$ cat src/rtl/alu_arbiter.sv
// ---------------------------------------------------------------------------
// alu_arbiter
//   Two requesters share one 32-bit ALU (alu_32bit). The arbiter grants one
//   requester at a time. It latches that requester's operands and
//   opcode, and captures the ALU outputs into response registers. Those
//   registers are held until the granted requester consumes the result.
//   Priority between the requesters alternates on response completion.
//
// Optional feature (compile-time macro ALU_ILLEGAL_OP_CHECK_EN):
//   When the macro is defined, opcodes 011 and 100 are accepted, but they
//   return result=0, zero=1, over=0, cout=0 and err=1. When the macro is
//   undefined, every opcode goes to the ALU and rsp_err is tied to 0.
//
// Parameters
//   INIT_PRIO   requester (0 or 1) that holds priority after reset
//
// Ports
//   clk                       rising-edge clock
//   reset                     asynchronous, active-high reset
//   req0_valid / req1_valid   requester presents an operation
//   req0_ready / req1_ready   operation accepted this cycle (IDLE only)
//   req0_a/b, req1_a/b        32-bit operands
//   req0_oper / req1_oper     ALU opcode: 000 AND, 001 OR, 010 ADD,
//                             110 SUB, 111 SLT, 101 SHL1
//   rsp0_valid / rsp1_valid   a result is held for that requester
//   rsp0_ready / rsp1_ready   requester consumes the held result
//   rsp_result                registered ALU result
//   rsp_zero/over/cout        registered ALU flags
//   rsp_err                   illegal opcode flag
//
// FSM states
//   state  | meaning
//   IDLE   | wait for a request; grant it and latch its operands
//   EXEC   | latched operands drive the ALU; capture outputs on the edge
//   HOLD   | result held until the granted requester consumes it
// ---------------------------------------------------------------------------

module alu_32bit (
  input  logic [31:0] a,
  input  logic [31:0] b,
  input  logic [2:0]  oper,
  output logic [31:0] result,
  output logic        zero,
  output logic        over,
  output logic        cout
);

  logic [32:0] sum;
  logic [32:0] diff;

  assign sum  = {1'b0, a} + {1'b0, b};
  // Subtraction is a + ~b + 1, so cout is the carry out of that addition.
  // It is 1 when there is no borrow.
  assign diff = {1'b0, a} + {1'b0, ~b} + 33'd1;

  always_comb begin
    result = 32'd0;
    over   = 1'b0;
    cout   = 1'b0;
    case (oper)
      3'b000: result = a & b;
      3'b001: result = a | b;
      3'b010: begin
        result = sum[31:0];
        cout   = sum[32];
        over   = (a[31] == b[31]) && (sum[31] != a[31]);
      end
      3'b110: begin
        result = diff[31:0];
        cout   = diff[32];
        over   = (a[31] != b[31]) && (diff[31] != a[31]);
      end
      3'b111: result = {31'd0, ($signed(a) < $signed(b))};
      3'b101: result = {a[30:0], 1'b0};
      default: result = 32'd0;
    endcase
  end

  assign zero = (result == 32'd0);

endmodule

module alu_arbiter #(
  parameter int INIT_PRIO = 0
) (
  input  logic        clk,
  input  logic        reset,
  input  logic        req0_valid,
  input  logic        req1_valid,
  output logic        req0_ready,
  output logic        req1_ready,
  input  logic [31:0] req0_a,
  input  logic [31:0] req0_b,
  input  logic [31:0] req1_a,
  input  logic [31:0] req1_b,
  input  logic [2:0]  req0_oper,
  input  logic [2:0]  req1_oper,
  output logic        rsp0_valid,
  output logic        rsp1_valid,
  input  logic        rsp0_ready,
  input  logic        rsp1_ready,
  output logic [31:0] rsp_result,
  output logic        rsp_zero,
  output logic        rsp_over,
  output logic        rsp_cout,
  output logic        rsp_err
);

  typedef enum logic [1:0] {
    S_IDLE = 2'b00,
    S_EXEC = 2'b01,
    S_HOLD = 2'b10
  } state_t;

  localparam logic INIT_PRIO_BIT = 1'(INIT_PRIO);

  state_t      state;
  logic        prio;
  logic        gnt_id;
  logic [31:0] a_q;
  logic [31:0] b_q;
  logic [2:0]  oper_q;

  logic [31:0] alu_result;
  logic        alu_zero;
  logic        alu_over;
  logic        alu_cout;

  logic        grant0;
  logic        grant1;
  logic        consume;

  alu_32bit u_alu (
    .a      (a_q),
    .b      (b_q),
    .oper   (oper_q),
    .result (alu_result),
    .zero   (alu_zero),
    .over   (alu_over),
    .cout   (alu_cout)
  );

  // With both requesters valid, the priority holder wins. The two grants
  // are mutually exclusive by construction.
  assign grant0 = req0_valid && (!req1_valid || !prio);
  assign grant1 = req1_valid && (!req0_valid ||  prio);

  assign req0_ready = (state == S_IDLE) && grant0;
  assign req1_ready = (state == S_IDLE) && grant1;

  // Only the granted requester's rsp_ready counts.
  assign consume = gnt_id ? rsp1_ready : rsp0_ready;

`ifdef ALU_ILLEGAL_OP_CHECK_EN
  logic err_q;
  logic illegal;

  assign illegal = (oper_q == 3'b011) || (oper_q == 3'b100);
  assign rsp_err = err_q;
`else
  assign rsp_err = 1'b0;
`endif

  always_ff @(posedge clk or posedge reset) begin
    if (reset) begin
      state      <= S_IDLE;
      prio       <= INIT_PRIO_BIT;
      gnt_id     <= 1'b0;
      a_q        <= 32'd0;
      b_q        <= 32'd0;
      oper_q     <= 3'd0;
      rsp0_valid <= 1'b0;
      rsp1_valid <= 1'b0;
      rsp_result <= 32'd0;
      rsp_zero   <= 1'b0;
      rsp_over   <= 1'b0;
      rsp_cout   <= 1'b0;
`ifdef ALU_ILLEGAL_OP_CHECK_EN
      err_q      <= 1'b0;
`endif
    end else begin
      case (state)
        S_IDLE: begin
          if (grant0) begin
            gnt_id <= 1'b0;
            a_q    <= req0_a;
            b_q    <= req0_b;
            oper_q <= req0_oper;
            state  <= S_EXEC;
          end else if (grant1) begin
            gnt_id <= 1'b1;
            a_q    <= req1_a;
            b_q    <= req1_b;
            oper_q <= req1_oper;
            state  <= S_EXEC;
          end
        end

        S_EXEC: begin
`ifdef ALU_ILLEGAL_OP_CHECK_EN
          if (illegal) begin
            rsp_result <= 32'd0;
            rsp_zero   <= 1'b1;
            rsp_over   <= 1'b0;
            rsp_cout   <= 1'b0;
            err_q      <= 1'b1;
          end else begin
            rsp_result <= alu_result;
            rsp_zero   <= alu_zero;
            rsp_over   <= alu_over;
            rsp_cout   <= alu_cout;
            err_q      <= 1'b0;
          end
`else
          rsp_result <= alu_result;
          rsp_zero   <= alu_zero;
          rsp_over   <= alu_over;
          rsp_cout   <= alu_cout;
`endif
          rsp0_valid <= !gnt_id;
          rsp1_valid <=  gnt_id;
          state      <= S_HOLD;
        end

        S_HOLD: begin
          if (consume) begin
            rsp0_valid <= 1'b0;
            rsp1_valid <= 1'b0;
            prio       <= !gnt_id;
            state      <= S_IDLE;
          end
        end

        default: begin
          rsp0_valid <= 1'b0;
          rsp1_valid <= 1'b0;
          state      <= S_IDLE;
        end
      endcase
    end
  end

endmodule
$ cat config.mk
export PLATFORM = sky130hd
export DESIGN_NAME = alu_arbiter
export DESIGN_NICKNAME = d
export VERILOG_FILES = /design/src/rtl/alu_arbiter.sv
export SDC_FILE = /design/constraint.sdc
export NUM_CORES = 1
export LEC_CHECK = 0
export CORE_MARGIN = 5
export CORE_UTILIZATION = 50
export CTS_CLUSTER_SIZE = 10
export DETAILED_ROUTE_END_ITERATION = 10
export HOLD_SLACK_MARGIN = 0.06
export PLACE_DENSITY = 0.73
export SYNTH_ARGS = -nofsm -noshare
export SYNTH_HDL_FRONTEND = slang
export SYNTH_HIERARCHICAL = 1
export SYNTH_SLANG_ARGS = --single-unit
$ cat constraint.sdc
create_clock -name clk -period 6.1 [get_ports clk]
set_clock_uncertainty 0.2 [all_clocks]
set_input_delay 1.525 -clock clk [delete_from_list [all_inputs] [get_ports clk]]
set_output_delay 1.525 -clock clk [all_outputs]
set_load 0.005 [all_outputs]
**Word level (Yosys, flattened, before mapping)**

Index checks and enable logic that the tools add are counted.

- ROM bits: 0
- Register bits: 108
- Bits in latches: 0
- Memories kept: 0
- Word-level logic and storage cells: 72
- Bits in writable memories: 0

- Add/sub/neg operators: 3
- Multiply operators: 0
- Multiplexer cells: 19
- Reductions and logical operators: 20
- Equality and inequality tests: 13
- Bitwise operators: 4
- $lt $le $gt $ge: 1
- Divide/modulo/power cells: 0
- Shifts and indexed selects: 0

Operators with widths:

| operator | count |
|---|---|
| $pmux 32 s6 | 1 |
| $mux 32 | 4 |
| $add 32x32->33 | 2 |
| $add 33x1->33 const B | 1 |
| $and 32x32->32 | 1 |
| $logic_not 32->1 | 1 |
| $lt 32x32->1 | 1 |
| $not 32->32 | 1 |
| $or 32x32->32 | 1 |
| $eq 3x3->1 const B | 3 |
| $reduce_and 2->1 | 4 |
| $logic_and 1x1->1 | 6 |
| $mux 2 | 3 |
| $mux 3 | 2 |
| $pmux 1 s3 | 2 |
| $pmux 2 s3 | 1 |
| $logic_not 1->1 | 4 |
| $mux 1 | 4 |
| $pmux 1 s2 | 2 |
| $eq 3x1->1 const B | 1 |
| $eq 3x2->1 const B | 1 |
| $logic_not 3->1 | 1 |
| $ne 1x1->1 | 3 |
| $ne 3x3->1 const B | 1 |
| other kinds (8) | 9 |

**Longest topological paths before layout**

- Depth in word-level cells: 6
- Depth in mapped cells: 16
- Depth with buffers taken out: 16

**Cells and area by module**

The synthesis kept the hierarchy.

By module, submodules not included:

| module | area each (µm²) | instances | cells each |
|---|---|---|---|
| alu_32bit | 5725.5 | 1 | 847 |
| alu_arbiter | 4875.9 | 1 | 481 |

**Least setup slack after synthesis**

No wires, ideal clock.

- Path kind: register to register
- Start: reg a_q[0]
- End: reg rsp_zero
- Cell stages (with the launch flop): 17
- Path buffers: 0
- Setup slack: 1.728 ns
- Required time: 5.835 ns
- Clock period less this slack: 4.372 ns
- Data arrival time: 4.108 ns
- Cells stage by stage: dfrtp_1 inv_1 ha_1 inv_1 fa_1 nor2b_4 o311ai_2 nand2_1 a221o_1 o21ai_0 xnor2_1 o22ai_1 or4b_1 or4_1 or4_1 nor4_2 mux2_2

- Cells in the longest elaborated chain, start to end: 4
- Elaborated cells between the ends (all ways): 8

Ends and longest elaborated chain:

| element | RTL line | RTL |
|---|---|---|
| start, declared | 120 | `logic [31:0] a_q;` |
| start signal, assigned | 186 | `a_q <= req0_a;` |
| start signal, assigned | 192 | `a_q <= req1_a;` |
| $add 32x32->33 | 54 | `assign diff = {1'b0, a} + {1'b0, ~b} + 33'd1;` |
| $add 33x1->33 | 54 |  |
| $pmux 32 s6 (*) | 60 | `case (oper)` |
| net alu_result[10] | 124 | `logic [31:0] alu_result;` |
| $logic_not 32->1 (*) | 79 | `assign zero = (result == 32'd0);` |
| net alu_zero | 125 | `logic alu_zero;` |
| end signal, assigned | 216 | `rsp_zero <= alu_zero;` |
| end, declared | 103 | `output logic rsp_zero,` |

Mark *: on every way through the listed nets, which the timed path passes. The rest lies on a longest branch.
A chain may end at the register's enable or synchronous reset.

**Worst setup path in the final report**

Ends and elaborated chain as after synthesis.

==> reports/metrics.csv <==
stage,metric,value,unit
yosys,synth_cell_types,91,
layout,drive_gt1_frac,0.0860,
clock_network,ctsHoldBuffers,0,
layout,area_delta_synth_final,20.3,%
critical_path,crit_type,register to register,
clock_network,clock_sinks,108,
floorplan,row_count,53,
yosys,syn_nets,1571,
yosys,async_flop_share,1.00,
sta,fmax,0.200,GHz
floorplan,dieArea,0.0242,mm²
global_route,grt_start_max_net_pins,76,
place,dp.cells,1701,
clock_network,worstSkewPairLatency,380,ps
yosys,synth_cells,1328,
clock_network,cts_inserted_buffers,9,
global_route,grt_pass1_vias,10100,
floorplan,coreArea,0.0210,mm²
sta,period_share,0.819,
yosys,syn_area,0.0106,mm²
power,peakVddDrop,0.000436,V
sta,tightestPinTransition,1140,ps
clock_network,htree_num_levels,3,
sta,hold_viol_final,0,
clock_network,postCtsSetupBuffers,0,
yosys,yosys_warnings,6,
critical_path,cp_data_required_time,6220,ps
layout,diodes,0,
yosys,synthFlopType,dfrtp_1,
detailed_routing,drt_iter0_drc,1118,
layout,fin_nets,1680,
clock_network,cts.path.max_buffers,2,
yosys,synth.avg_cell_area,7.98,µm²
yosys,yosys.area.top_type,dfrtp_1,
power,cellPowerDensity,690,mW/mm²
yosys,yosys_register_bits,108,
sta,maxSlewViolCount,0,
clock_network,clk_pin_slew,90,ps
global_route,grt_overflow,0,
run_status,status,"finished, final reports clean",
power,p_comb_frac,0.758,
power,p_seq_frac,0.168,
clock_network,cts-root-buf,clkbuf_16,
global_route,grt_usage,0.288,
floorplan,initial_core_util,0.506,
sta,post-route-min-period,5000,ps
critical_path,crit-reg2reg-capture,rsp_zero,
detailed_routing,drcViolationCount,0,
yosys,synth_most_common_cell,nand2_1,
critical_path,worst-path-max-fanout,4,
critical_path,crit_path_end_kind,register,
detailed_routing,wl,35600,µm
clock_network,cts_tree,done,
sta,fin_tns_setup,0,ps
sta,max_slew_margin,0.236,
sta,hold_ws,304,ps
power,switching_share,0.549,
detailed_routing,drt-wirelength-per-cell,20.7,µm
layout,fillerInstances,1946,
detailed_routing,firstDrtPassIters,6,
hold_path,hold_depth,1,
hold_path,min_to,rsp_cout,
critical_path,worst-r2r-cell-count,16,
yosys,synth_area_leaders,"dfrtp_1 (25%), ha_1 (12%), a21oi_1 (6.5%)",
yosys,yosysTopAreaCellShare,0.255,
detailed_routing,ant_nets,0,
layout,seq_area,0.00270,mm²
floorplan,fp.dieH,156,µm
place,place_congestion,0.993,
critical_path,worst-r2r-setup-slack,1100,ps
yosys,seq_area_frac_synth,0.255,
clock_network,post_cts_resized,0,
place,io_buffers,178,
yosys,synth_edf_count,0,
floorplan,fp.dieW,156,µm
layout,fin_cells,1717,
yosys,yosys-top-cells-count,"nand2_1 (175), a21oi_1 (138), dfrtp_1 (108)",
critical_path,cp.arrival,5120,ps
critical_path,reg2reg_from,a_q[0],
job,drv_cap,0,
hold_path,holdCritPathClass,register to register,
critical_path,startpoint_type,register,
floorplan,io_pins,180,
global_route,grt_pass1_wl,56000,µm
global_route,antenna_found_initial,1,
layout,multi_input_area,0.00704,mm²
power,power.internal,3.96,mW
hold_path,min_from,rsp_cout,
detailed_routing,vias,10600,
place,hpwlAfterDp,27500,µm
power,power.leakage,5.63,nW
power,switchingPower,4.83,mW
power,pwr-share-clk,0.074,
sta,setup-violations-final,0,
sta,rsz0062_at_grt,false,
detailed_routing,via_per_inst,6.15,
==> critical path, stage by stage, from the launching register on <==
cell and delay [ps]:
dfrtp_1 410, inv_1 120, ha_1 160, inv_1 50, fa_1 390, nor2b_4 150
o311ai_2 460, nand2_1 220, a221o_1 370, o21ai_0 100, xnor2_1 150, o22ai_1 100
or4b_1 560, or4_1 540, or4_1 530, nor4_2 260, mux2_2 180
==> power groups by stage <==
stage               Sequential [mW]  Clock (mW)  Combinational (mW)
detailed placement             1.49           0                6.47
global route                   1.53       0.691                7.21
finish                         1.48       0.654                6.66
CTS                            1.47       0.662                6.50
global placement               1.46           0                6.47
floorplan                      1.32           0                4.75
==> per-layer routing <==
| metal | share of wire | track usage | wire length (µm) |
|---|---|---|---|
| met1 | 0.47 | 0.437 | 16700 |
| met2 | 0.41 | 0.414 | 14700 |
| met3 | 0.096 | 0.0682 | 3410 |
| met4 | 0.021 | 0.0671 | 741 |
| met5 | 0.00037 | 0 | 13 |
==> sequential cells by signal (all words and copies together), names as in the netlist <==
register	count
rsp0_valid	1
oper_q	3
rsp_over	1
state	2
b_q	32
gnt_id	1
prio	1
rsp_cout	1
a_q	32
rsp_result	32
rsp1_valid	1
rsp_zero	1
==> worst max path at each step <==
| stage | start | endpoint | slack, ps | cells after the start |
|---|---|---|---|---|
| 2_1_floorplan | reset | a_q[0] | 1530 | 1 |
| 3_3_place_gp | a_q[0] | rsp_zero | 1230 | 16 |
| 3_5_place_dp | a_q[0] | rsp_zero | 1160 | 16 |
| 4_1_cts | a_q[6] | rsp_zero | 1150 | 14 |
| 5_1_grt | b_q[0] | rsp_zero | 840 | 14 |
| 6_report | a_q[0] | rsp_zero | 1100 | 16 |
==> cells by family (layout without fill, tap and decap cells) <==
group / count (synthesis) / in the layout / synth area share
other cells: 1 / 1 / 0.000354
flops: 108 / 108 / 0.255
buf+inv: 205 / 319 / 0.0821
xor+xnor: 19 / 19 / 0.0157
mux: 65 / 65 / 0.0659
simple gates: 396 / 396 / 0.178
compound gates: 431 / 431 / 0.281
fa+ha+maj: 103 / 103 / 0.123
==> placed cells by master (no fill, tap or decap), drive strengths merged, types with 14 or more instances in the layout <==
master           n
clkdlybuf4s50  178
nand2          175
a21oi          139
dfrtp          108
inv            106
ha             101
a31oi           85
nor2            77
o21ai           39
mux2            38
nor3            29
mux2i           27
a22oi           24
buf             20
a21o            19
xnor2           17
nand2b          17
nand3           15
nor2b           14
==> metrics by stage <==
step	util	setup slack, ps	total power [mW]	cell area [µm²]
2_1_floorplan	-	1530	6.07	10600
3_3_place_gp	0.593	1230	7.93	12400
3_5_place_dp	0.593	1160	7.96	12400
4_1_cts	0.609	1150	8.63	12800
5_1_grt	0.609	840	9.44	12800
6_report	0.609	1100	8.79	12800
==> final cells by class <==
type	instances	share of cell area
tap	275	0.0270
sequential	108	0.212
multi-input combinational	1015	0.552
clock buffer	9	0.0177
timing repair buffer	198	0.152
clock inverter	7	0.00746
inverter	105	0.0311
Power figures use the tool's default switching activity.
